[src/rtl/pipe_hazard_ctrl.sv]
// Decode-stage hazard controller: operand forwarding selects, load-use stall,
// and sequencing of the multi-cycle multiply/divide unit.
module pipe_hazard_ctrl #(
  parameter int MUL_CYCLES = 4,
  parameter int DIV_CYCLES = 32
) (
  input  logic        clock,
  input  logic        resetn,
  input  logic        id_valid,
  input  logic [4:0]  id_rs,
  input  logic [4:0]  id_rt,
  input  logic        id_use_rs,
  input  logic        id_use_rt,
  input  logic [1:0]  id_md_op,
  input  logic        exe_wreg,
  input  logic        exe_m2reg,
  input  logic [4:0]  exe_rn,
  input  logic        mem_wreg,
  input  logic        mem_m2reg,
  input  logic [4:0]  mem_rn,
  output logic [1:0]  fwda,
  output logic [1:0]  fwdb,
  output logic        wpcir,
  output logic        bubble,
  output logic        md_start,
  output logic        md_is_div,
  output logic        md_busy,
  output logic [15:0] stall_cycles
);

  localparam logic [0:0] ST_IDLE = 1'b0;
  localparam logic [0:0] ST_BUSY = 1'b1;
  localparam logic [5:0] MUL_LOAD = 6'(MUL_CYCLES - 1);
  localparam logic [5:0] DIV_LOAD = 6'(DIV_CYCLES - 1);

  logic [0:0]  r_state;
  logic [5:0]  r_cnt;
  logic [15:0] r_stall_cycles;

  logic w_load_use;
  logic w_md_conflict;
  logic w_stall;
  logic w_md_req;

  // A load in EXE has no data yet, so it is never an EXE forward source.
  function automatic logic [1:0] fwd_sel(input logic [4:0] src);
    logic [1:0] sel;
    sel = 2'b00;
    if (exe_wreg && exe_rn != 5'd0 && exe_rn == src && !exe_m2reg)
      sel = 2'b01;
    else if (mem_wreg && mem_rn != 5'd0 && mem_rn == src)
      sel = mem_m2reg ? 2'b11 : 2'b10;
    return sel;
  endfunction

  assign fwda = fwd_sel(id_rs);
  assign fwdb = fwd_sel(id_rt);

  assign w_load_use = id_valid && exe_wreg && exe_m2reg && exe_rn != 5'd0 &&
                      ((id_use_rs && id_rs == exe_rn) || (id_use_rt && id_rt == exe_rn));
  assign md_busy       = (r_state == ST_BUSY);
  assign w_md_conflict = id_valid && id_md_op != 2'b00 && md_busy;
  assign w_stall       = w_load_use || w_md_conflict;

  assign wpcir  = !w_stall;
  assign bubble = w_stall;

  assign w_md_req  = id_valid && (id_md_op == 2'b01 || id_md_op == 2'b10);
  assign md_start  = (r_state == ST_IDLE) && w_md_req && !w_stall;
  assign md_is_div = (id_md_op == 2'b10);

  // Counter holds remaining busy cycles minus one; BUSY lasts exactly N cycles.
  always_ff @(posedge clock or negedge resetn) begin
    if (!resetn) begin
      r_state <= ST_IDLE;
      r_cnt   <= 6'd0;
    end else begin
      case (r_state)
        ST_IDLE: begin
          if (md_start) begin
            r_state <= ST_BUSY;
            r_cnt   <= md_is_div ? DIV_LOAD : MUL_LOAD;
          end
        end
        default: begin
          if (r_cnt == 6'd0) begin
            r_state <= ST_IDLE;
          end else begin
            r_cnt <= r_cnt - 6'd1;
          end
        end
      endcase
    end
  end

  always_ff @(posedge clock or negedge resetn) begin
    if (!resetn) begin
      r_stall_cycles <= 16'd0;
    end else if (w_stall && r_stall_cycles != 16'hFFFF) begin
      r_stall_cycles <= r_stall_cycles + 16'd1;
    end
  end

  assign stall_cycles = r_stall_cycles;

endmodule

[config.mk]
export PLATFORM = sky130hd
export DESIGN_NAME = pipe_hazard_ctrl
export DESIGN_NICKNAME = d
export VERILOG_FILES = /design/src/rtl/pipe_hazard_ctrl.sv
export SDC_FILE = /design/constraint.sdc
export NUM_CORES = 1
export LEC_CHECK = 0
export CAP_MARGIN = 20
export CORE_UTILIZATION = 40
export DETAILED_ROUTE_END_ITERATION = 7
export DONT_BUFFER_PORTS = 1
export GPL_TIMING_DRIVEN = 0
export HOLD_SLACK_MARGIN = 0.05
export MAX_ROUTING_LAYER = met4
export PLACE_DENSITY_LB_ADDON = 0.12
export RECOVER_POWER = 50
export SYNTH_ARGS = -nofsm -noshare
export SYNTH_HDL_FRONTEND = slang
export SYNTH_SLANG_ARGS = --single-unit
[constraint.sdc]
create_clock -name clock -period 1.65 [get_ports clock]
set_input_delay 0.33 -clock clock [delete_from_list [all_inputs] [get_ports clock]]
set_output_delay 0.33 -clock clock [all_outputs]
set_load 0.05 [all_outputs]
==> results.md <==
- Critical Path Source Type: input pin
- Worst skew pair latency: about 0.26 ns
- FF-to-FF Start: stall_cycles[5]
- Largest family of logic cells by synthesized area: simple AND/OR/NAND/NOR gates
- Reported net switching power: approximately 1.2 mW
- Slew Limit Fails: 0
- Final core utilization: 57.14%
- Outcome: finished with violations
- Die Ht: approximately 64 um
- Seq/Total Area, Yosys: ~38%
- Combinational share of power: between 30% and 40%
- Syn_nets: approximately 190
- Via count: roughly 1300
- Initial drt markers: 27
- Overall power: around 2.7 mW
- Post-synth top cells: 23 x dfrtp_1, 23 x xor2_1, 15 x nand2_1
- Post-synthesis mux area share: about 2.8%
- Seq cells post-synth: 23
- Compound-Gate Fraction of Synth Area: between 7 and 8%
- Async SR Flop Fraction: 100.0%
- Minimum clock period: ~2.0 ns
- Vias/cell: between 5 and 6
- RSZ-0062 raised after global routing: yes
- Core area: 3661 um^2
- Setup WS post-layout: -0.3520 ns
- Synth top area cells: dfrtp_1 38%, xor2_1 13%, xnor2_1 8.0%
- Worst-path clk slew: 0.08 ns
- CP max-delay cell: or4_4
- Internal Power: between 1 and 1.5 mW
- DR WL/cell: ~15 um
- Synth Area in Adders: 3.281%
- Largest fanout on the critical path: 3
- Xor-xnor portion of the synthesized cell area: between 20% and 30%
- Flop pwr share: 48.5%
- Top delay family on crit path: simple AND/OR/NAND/NOR gates
- Initial antenna violation count: 0
- Hold Vio Cnt, Final: 0
- Synth-to-Final Area Change: 37.16%
- Worst Skew: about 0.004 ns
- DRC viols: 0
- Post-synthesis simple-gate area fraction: ~25%
- Crit. Startpoint: exe_rn[1]
- Pre-antenna DRT Iters: 4
- Clock Sinks: 23
- Slowest stage delay, CP: about 0.52 ns
- Global route total overflow: 0
- Number of synthesized flops with an enable pin: 0
- Worst EP required: 1.32 ns
- Slew of the pin with the lowest slew margin: a little under 0.7 ns
- YS warnings: 0
- Die Footprint: between 4000 and 5000 um^2
- Unique masters post-synth: 33
- Worst vdd ir: just over 0.8 mV
- GRT Total Usage: 18.83%
- Sw frac: 46.76%
- Pleak: just over 0.9 nW
- Maxcap violations: 0
- Die X: 63.75 um
- Synth area leader: dfrtp_1
- Ys flop type: dfrtp_1
- ANT nets after route: 0
- Fraction of layout cells with a size suffix above 1: about 42%
- I/O pin cnt: 56
- First-pass GRT wire length: just under 6000 um
- Fmax: roughly 0.5 GHz
- Failing checks: setup timing
- Cell count after synthesis: about 160
- Slew margin rel.: 54.73%
- Period Utilization, post-route: 121.3%
- H-Tree Depth: 1
- Setup violations, final: 28
- PwrDens: 1275 nW/um^2
- Pin count of the biggest net entering global routing: 24
- CTS Buf Count: 3
- Placement row count: 22
- Crit path cell chain: or4_4 -> o21ai_4 -> a211o_4 -> and2_4 -> clkinvlp_4
- Pre-CTS WS: -0.5026 ns
- Final Wtd Congestion: between 0.7 and 0.8
- Clock Power Share: 13.0%
- DP HPWL: about 2500 um
- Mapped cell area: about 1500 um^2
- Class of the worst hold path: in2async
- Vias in the first global route: around 1300
- Worst Hold Slack: between 0.4 and 0.5 ns
- # nets final: roughly 220
- Final WL: between 3000 and 4000 um
- # diodes: 0
- Initial core utilization: 41.66%
- Clock root buffer: clkbuf_8
- WP buf/inv: 1
- Crit path DAT: roughly 1.7 ns
- Maximum root-to-sink buffer count: 2
- CTS tree: done
- # port buffers: 0
- Post-synth top area share: between 30% and 40%
- Synth Area per Inst: around 10 um^2
- Crit. End Element: output pin
- CP Class: in2out
[metal layers]
layer	vias to the layer above	GRT usage [%]	wire length [um]
li1	594	-	-
met1	626	21.82	1452
met2	42	32.71	1843
met3	2	3.929	220
met4	0	5.398	20
met5	-	-	0
[flip-flops by register name, indices dropped and copies added, names as in the netlist]
register / count
stall_cycles: 16
r_cnt: 6
md_busy: 1
[cell type report]
cell class              count  area [um^2]
fillers                   318         1569
multi-input cells         125         1129
flip-flops and latches     23        593.1
repair buffers             22        209.0
well taps                  48        60.06
clock buffers               3        41.29
inverters                   7        30.03
plain buffers               2        25.02
clock inverters             1        5.005
[what timing repair did]
item                       in CTS  in global routing
pin swaps                      10                  9
resized for setup              30                  9
setup buffers                  16                  4
setup endpoints to repair      27                 29
cloned                          1                  0
hold buffers                    1                  0
hold endpoints to repair       23                  0
[placed cells by master (no fill, tap or decap), types with 3 or more instances in the layout]
master	instances
xor2_1	23
xnor2_1	14
buf_4	14
nand2_1	13
dfrtp_2	11
dfrtp_1	11
inv_1	5
nand3_1	5
nor2_4	5
nor3_4	5
buf_6	5
nor2_1	4
nand4_1	4
o21ai_1	3
nor3_2	3
nand3_4	3
and3_1	3
ha_1	3
clkbuf_8	3
[worst paths after layout]
path / endpoint / cells after the start / slack [ns]
min in group clock: md_busy / 4 / 0.48
worst max-delay path: bubble / 5 / -0.35
worst max register to register: stall_cycles[11] / 8 / -0.25
worst min-delay path: stall_cycles[4] / 1 / 0.43
worst min register to register: r_cnt[1] / 1 / 0.55
max in group asynchronous: stall_cycles[0] / 2 / 0.19
[metrics by stage]
step | instance area, um^2 | cells | setup TNS (ns)
after floorplan | 1634 | 157 | -4.736
after detailed placement | 1694 | 205 | -9.243
after global placement | 1694 | 205 | -8.574
final | 2092 | 231 | -5.403
after global routing | 2092 | 231 | -7.132
after CTS | 2029 | 227 | -5.366
[power by group through the flow]
| stage | Clock, mW | Combinational (mW) | Sequential [mW] |
|---|---|---|---|
| 2_1_floorplan | 0 | 0.669 | 1.22 |
| 3_5_place_dp | 0 | 0.763 | 1.27 |
| 6_report | 0.348 | 1.03 | 1.29 |
| 5_1_grt | 0.390 | 1.13 | 1.32 |
| 3_3_place_gp | 0 | 0.738 | 1.25 |
| 4_1_cts | 0.365 | 0.993 | 1.29 |
[logic make-up after synthesis]
kind of cell / after synthesis
buffers and inverters: 9
multiplexers: 4
XOR/XNOR: 37
AND/OR/NAND/NOR: 65
flip-flops: 23
adder cells (fa/ha/maj): 4
AO/OA/AOI/OAI: 15
(Power assumes the default switching activity.)
